<file path="src/rtl/mem_ctrl.sv">
// Miss controller and arbiter between the I/D L1 caches and the single-ported main memory.
// Grants one line miss at a time (round-robin on ties), writes back a dirty D victim, then fills.
module mem_ctrl #(
  parameter int unsigned TAG_W  = 8,
  parameter int unsigned IDX_W  = 6,
  parameter int unsigned LINE_W = 64
) (
  input  logic                   clk,
  input  logic                   rst_n,
  input  logic                   i_miss,
  input  logic [15:0]            i_addr,
  input  logic                   d_miss,
  input  logic [15:0]            d_addr,
  input  logic                   d_victim_dirty,
  input  logic [TAG_W-1:0]       d_victim_tag,
  input  logic [LINE_W-1:0]      d_victim_line,
  input  logic                   mem_rdy,
  input  logic [LINE_W-1:0]      mem_rd_data,
  output logic [TAG_W+IDX_W-1:0] mem_addr,
  output logic                   mem_re,
  output logic                   mem_we,
  output logic [LINE_W-1:0]      mem_wdata,
  output logic                   i_fill_we,
  output logic                   d_fill_we,
  output logic [15:0]            fill_addr,
  output logic [LINE_W-1:0]      fill_line,
  output logic                   i_done,
  output logic                   d_done,
  output logic                   busy
);

  localparam int unsigned LA_W   = TAG_W + IDX_W;
  localparam int unsigned OFF_W  = 16 - LA_W;
  localparam int unsigned IDX_HI = 15 - TAG_W;

  typedef enum logic [1:0] {
    S_IDLE,
    S_WB,
    S_FILL,
    S_UPDATE
  } state_t;

  state_t      state;
  logic        side;        // 1 = D side granted
  logic        last_grant;  // 1 = D served last
  logic [15:0] req_addr;
  logic        grant_d_c;

  // D wins when alone, or on a tie when I was served last
  always_comb grant_d_c = d_miss && (!i_miss || !last_grant);

  // Single-process FSM; every output is a register updated on the transition into its state.
  always_ff @(posedge clk or negedge rst_n) begin
    if (!rst_n) begin
      state      <= S_IDLE;
      side       <= 1'b0;
      last_grant <= 1'b0;
      req_addr   <= '0;
      mem_addr   <= '0;
      mem_re     <= 1'b0;
      mem_we     <= 1'b0;
      mem_wdata  <= '0;
      i_fill_we  <= 1'b0;
      d_fill_we  <= 1'b0;
      fill_addr  <= '0;
      fill_line  <= '0;
      i_done     <= 1'b0;
      d_done     <= 1'b0;
      busy       <= 1'b0;
    end else begin
      i_fill_we <= 1'b0;
      d_fill_we <= 1'b0;
      i_done    <= 1'b0;
      d_done    <= 1'b0;
      case (state)
        S_IDLE: begin
          if (i_miss || d_miss) begin
            busy <= 1'b1;
            side <= grant_d_c;
            if (grant_d_c) begin
              req_addr <= d_addr;
              if (d_victim_dirty) begin
                // victim tag/line are held in the write request registers
                state     <= S_WB;
                mem_we    <= 1'b1;
                mem_addr  <= {d_victim_tag, d_addr[IDX_HI -: IDX_W]};
                mem_wdata <= d_victim_line;
              end else begin
                state    <= S_FILL;
                mem_re   <= 1'b1;
                mem_addr <= d_addr[15 -: LA_W];
              end
            end else begin
              req_addr <= i_addr;
              state    <= S_FILL;
              mem_re   <= 1'b1;
              mem_addr <= i_addr[15 -: LA_W];
            end
          end
        end
        S_WB: begin
          if (mem_rdy) begin
            state     <= S_FILL;
            mem_we    <= 1'b0;
            mem_wdata <= '0;
            mem_re    <= 1'b1;
            mem_addr  <= req_addr[15 -: LA_W];
          end
        end
        S_FILL: begin
          if (mem_rdy) begin
            state     <= S_UPDATE;
            mem_re    <= 1'b0;
            mem_addr  <= '0;
            fill_line <= mem_rd_data;
            fill_addr <= (req_addr >> OFF_W) << OFF_W;
            i_fill_we <= !side;
            i_done    <= !side;
            d_fill_we <= side;
            d_done    <= side;
          end
        end
        S_UPDATE: begin
          // misses are not sampled here; the cache drops its miss on this edge
          state      <= S_IDLE;
          last_grant <= side;
          busy       <= 1'b0;
        end
        default: state <= S_IDLE;
      endcase
    end
  end

endmodule

</file>
<file path="config.mk">
export PLATFORM = sky130hd
export DESIGN_NAME = mem_ctrl
export DESIGN_NICKNAME = d
export VERILOG_FILES = /design/src/rtl/mem_ctrl.sv
export SDC_FILE = /design/constraint.sdc
export NUM_CORES = 1
export LEC_CHECK = 0
export BUFFER_PORTS_ARGS = -buffer_cell sky130_fd_sc_hd__buf_2
export CORE_MARGIN = 3
export CORE_UTILIZATION = 45
export DETAILED_ROUTE_END_ITERATION = 7
export PLACE_DENSITY = 0.8
export SLEW_MARGIN = 20
export SYNTH_ARGS = -nofsm -noshare
export SYNTH_HDL_FRONTEND = slang
export SYNTH_SLANG_ARGS = --single-unit
</file>
<file path="constraint.sdc">
create_clock -name clk -period 2.75 [get_ports clk]
set_clock_uncertainty 0.05 [all_clocks]
set_input_delay 0 -clock clk [delete_from_list [all_inputs] [get_ports clk]]
set_output_delay 0 -clock clk [all_outputs]
set_load 0.1 [all_outputs]
</file>
# ---- Word level (Yosys, flattened, before mapping)
# Cells that the tools add are included.
dict set report word_totals {
  register_bits 181
  out_inout_bits 165
  elab_cells 73
}
dict set report classes {
  eq_ne 9
  n_mux 34
  n_reduce_logical 17
}
# operator count
set ops {}
lappend ops {{64-bit 2-to-1 mux} 4}
lappend ops {{64-bit case mux with 2 select lines} 1}
lappend ops {{14-bit 2-to-1 mux} 5}
lappend ops {{14-bit case mux with 3 select lines} 1}
lappend ops {{16-bit 2-to-1 mux} 1}
lappend ops {{1-bit 2-to-1 mux} 13}
lappend ops {{2-bit 2-to-1 mux} 5}
lappend ops {{2-bit inequality test (second input constant)} 5}
lappend ops {{5-bit AND reduction} 2}
lappend ops {{2-bit case mux with 4 select lines} 1}
lappend ops {{2-bit AND reduction} 3}
lappend ops {{2-bit == test (second input constant)} 2}
lappend ops {{1-bit case mux with 2 select lines} 2}
lappend ops {{4-bit AND reduction} 1}
lappend ops {{2-bit nonzero test} 2}
lappend ops {{1-bit zero test} 3}
lappend ops {{3-bit inequality test (second input constant)} 1}
lappend ops {{1-bit case mux with 3 select lines} 1}
lappend ops {{3-bit AND reduction} 1}
lappend ops {{3-bit nonzero test} 1}
lappend ops {{2-bit by 1-bit == test with 1-bit output (second input constant)} 1}
lappend ops {{2-bit zero test} 1}
lappend ops {{1-bit logical OR} 2}
lappend ops {{1-bit logical AND} 1}

# ---- Longest topological paths before layout
dict set report logic_depth {
  ltp_word 6
  mapped_depth 8
  mapped_depth_nobuf 6
}

# ---- Worst setup path before layout
# No wires, ideal clock.
dict set report synth_path {
  path_kind {reg2reg}
  startpoint {reg state[1]}
  endpoint {reg mem_wdata[15]}
  setup_time_ns 0.128
  t_arrival_ns 1.796
  setup_slack_ns 0.776
  path_stages_with_launch 9
  synth_period_minus_slack_ns 1.974
  cell_sequence {dfrtp_1 > inv_1 > ha_1 > o21ai_2 > o21a_1 > a21oi_2 > buf_4 > buf_6 > mux2_1}
}
dict set report synth_via {
  elab_chain_len 3
  word_cells_on_any_way 9
  classes_between {5 x eq/ne; 1 x mux; 3 x reduce/logical}
}
# element line_no
set synth_lines {}
lappend synth_lines {{start, declared} 43} ;# state_t state;
lappend synth_lines {{start signal, assigned} 55} ;# state <= S_IDLE;
lappend synth_lines {{start signal, assigned} 84} ;# state <= S_WB;
lappend synth_lines {{start signal, assigned} 89} ;# state <= S_FILL;
lappend synth_lines {{2-bit by 1-bit == test with 1-bit output or 2-bit zero test (tied branches)} 75} ;# case (state)
lappend synth_lines {{2-bit inequality test (no line) or 2-bit nonzero test (tied branches)} --}
lappend synth_lines {{5-bit AND reduction (no line)} --}
lappend synth_lines {{end signal, assigned} 87} ;# mem_wdata <= d_victim_line;
lappend synth_lines {{end, declared} 22} ;# output logic [LINE_W-1:0] mem_wdata,
# Parallel ways exist; a longest one is shown, timed or not.
# A chain may end at the register's enable or synchronous reset.

# ---- Final worst setup path
dict set report layout_path {
  startpoint {reg state[1]}
  endpoint {reg req_addr[8]}
}
dict set report layout_via {
  elab_chain_len 2
}
# element line_no
set layout_lines {}
lappend layout_lines {{2-bit zero test} 75}
lappend layout_lines {{2-bit AND reduction (no line)} --}
lappend layout_lines {{end signal, assigned} 81} ;# req_addr <= d_addr;
lappend layout_lines {{end signal, assigned} 94} ;# req_addr <= i_addr;
lappend layout_lines {{end, declared} 46} ;# logic [15:0] req_addr;
# No other way between the ends.

==> impl_metrics.ini <==
[run_status]
status = complete, no violations

[finish]
multi_input_area_um2 = 2899
finalNonFillerCells = 1279
final_common_cell = buf_2
post_route_cells_drive_above_1_share_pct = 43.88
finalInstanceArea_um2 = 11710
most-common-layout-cells = 331 x buf_2, 179 x dfrtp_1, 161 x dlygate4sd3_1
nets = 1228
syn_to_final_growth_pct = 54.46
regArea_um2 = 4479
nFillCells = 990

[worst_hold_path]
hp-class = primary input to register

[synth]
syn_area_um2 = 7584
synth_area_per_cell_um2 = 13.42
synth_top_area_share_pct = 59.07
ys_warn_count = 0
seq_area_frac_synth_pct = 59.07
synth.distinct_cells = 34
synthTopCellsByArea = dfrtp_1 59%, mux2_2 13%, mux2_1 8.9%
ys_seq_elements = 179
synthCells = 565
synth_area_leader_cell = dfrtp_1

[placed_design]
place_area_um2 = 9450
numPortBuffers = 332
dp.cells = 1085
dp_hpwl_um = 14170
gp_congestion = 0.8047

[clock_network]
clk_latency_ns = 0.42
cts-htree-levels = 4
cts_tree = built
clock-root-buffer = clkbuf_16
clockBufferDepth = 2
cts_sinks = 179
clk_pin_slew_ns = 0.07
cts_inserted_buffers = 17

[critical_path]
crit_end = req_addr[8]
max_stage_delay_ns = 0.61
crit_start = state[1]
cpMaxStageDelayCell = dlygate4sd3_1
timing.rr.start = state[1]
critical_path_required_ns = 3.06
rr_worst_depth = 8
path_cells = inv_1 > ha_1 > o21ai_2 > buf_4 > nor2_2 > a22oi_1 > dlygate4sd3_1 > nand2_1
rrSetupSlack_ns = 0.23
worst_r2r_endpoint = req_addr[8]
worst_setup_path_start_kind = register
cp-end-kind = register
timing_worst_setup_path_type = register to register
crit_path_max_fanout = 23
arrival_ns = 2.83

[timing]
slew_violations = 0
tightestPinTransition_ns = 0.8405
rsz0062_at_grt = no
layout_min_cycle_time_ns = 2.522
slew-limit-headroom_pct = 43.94
fin_tns_setup_ns = 0
finalCritPeriodShare_pct = 91.69
fmax_ghz = 0.3966
final-setup-viol-count = 0
finalHoldViolations = 0

[route]
totalWireLength_um = 23820
viasPerCell = 5.019
drt-initial-drc-count = 334
vias = 6419
first_pass_iters = 4
wl_per_cell_um = 18.63
ant_nets = 0
drc_errors = 0

[floorplan]
row_count = 46
die_h_um = 135.8
core_um2 = 16170
die-width_um = 135.8
io_pins = 339
start_util_pct = 46.89
fp.dieArea_um2 = 18450

[grt]
grt_max_degree = 100
antenna_found_initial = 0
grt_pass1_vias = 7005
grt_pass1_wl_um = 36380
grt_usage_pct = 25.29
grt_overflow_total = 0

[run]
maxCapViolations = 0
-- logic make-up (layout without fill, tap and decap cells) --
group,count (synthesis),count (layout),share of synthesized area (%)
adder cells (fa/ha/maj),5,5,0.8249
multiplexers,161,161,23.64
flip-flops,179,179,59.07
AO/OA/AOI/OAI,54,54,4.933
buffers and inverters,43,539,3.019
AND/OR/NAND/NOR,122,122,8.464
other,1,3,0.04945
-- synth_stat cells, drive strengths merged --
| cell type | n |
|---|---|
| a21bo | 1 |
| a21boi | 1 |
| a21o | 1 |
| a21oi | 15 |
| a221oi | 8 |
| a22oi | 7 |
| a2bb2oi | 6 |
| and2 | 2 |
| and3 | 1 |
| buf | 25 |
| clkbuf | 13 |
| conb | 1 |
| dfrtp | 179 |
| ha | 5 |
| inv | 5 |
| mux2 | 145 |
| mux2i | 16 |
| nand2 | 27 |
| nand3 | 1 |
| nor2 | 18 |
| nor2b | 64 |
| nor3 | 8 |
| o21a | 1 |
| o21ai | 12 |
| o221a | 1 |
| o311ai | 1 |
| or3b | 1 |
-- metal layers --
metal	vias up	wire length, µm	global-route usage (%)
li1	2924	-	-
met1	3149	8707	28.31
met2	292	12460	45.24
met3	54	1952	7.032
met4	0	699	10.69
met5	-	0	0
-- through the flow --
stage | worst slack [ns] | util [%] | hold WS [ns]
5_1_grt | 0.1022 | 72.41 | 0.04933
2_1_floorplan | 0.7757 | - | -0.3456
3_3_place_gp | 0.5184 | 58.43 | 0.006110
3_5_place_dp | 0.5253 | 58.43 | 0.005272
4_1_cts | 0.1268 | 72.40 | 0.009649
6_report | 0.2284 | 72.43 | 0.03668
-- layout make-up --
| cell class | instances | area share [%] |
|---|---|---|
| multi-input cells | 344 | 24.75 |
| clock inverters | 13 | 1.656 |
| inverters | 5 | 0.1602 |
| repair buffers | 502 | 29.00 |
| diodes | 1 | 0.02136 |
| flip-flops and latches | 179 | 38.24 |
| well taps | 216 | 2.307 |
| clock buffers | 19 | 3.867 |
-- critical path, delay by kind of cell, from the launching register on --
kind	cells	cell delay (ns)
flip-flops	1	0.41
AND/OR/NAND/NOR	2	0.43
AO/OA/AOI/OAI	2	0.24
adder cells (fa/ha/maj)	1	0.37
buffers and inverters	3	0.96
-- registers in the layout, indices dropped and copies added (netlist names) --
name,cells
mem_we,1
d_done,1
i_done,1
fill_line,64
req_addr,14
fill_addr,14
state,2
side,1
mem_re,1
mem_addr,14
last_grant,1
mem_wdata,64
busy,1
-- timing repair --
item,in CTS,in global routing
endpoints found under the hold margin,336,0
resized for setup,0,1
endpoints found under the setup margin,0,7
setup buffers,0,0
hold buffers,161,0
-- how the worst min path moves through the flow --
stage               slack, ns       from           to  depth (start not counted)
floorplan               -0.35      rst_n         busy                          0
global placement        0.006      rst_n  req_addr[3]                          2
detailed placement      0.005      rst_n  req_addr[4]                          2
CTS                      0.01  i_addr[7]  mem_addr[5]                          4
global route             0.05  i_addr[7]  mem_addr[5]                          4
finish                   0.04  i_addr[7]  mem_addr[5]                          4
Power is not shown: default switching activity piles up to over one toggle a cycle in this logic, so the estimate is an artifact.
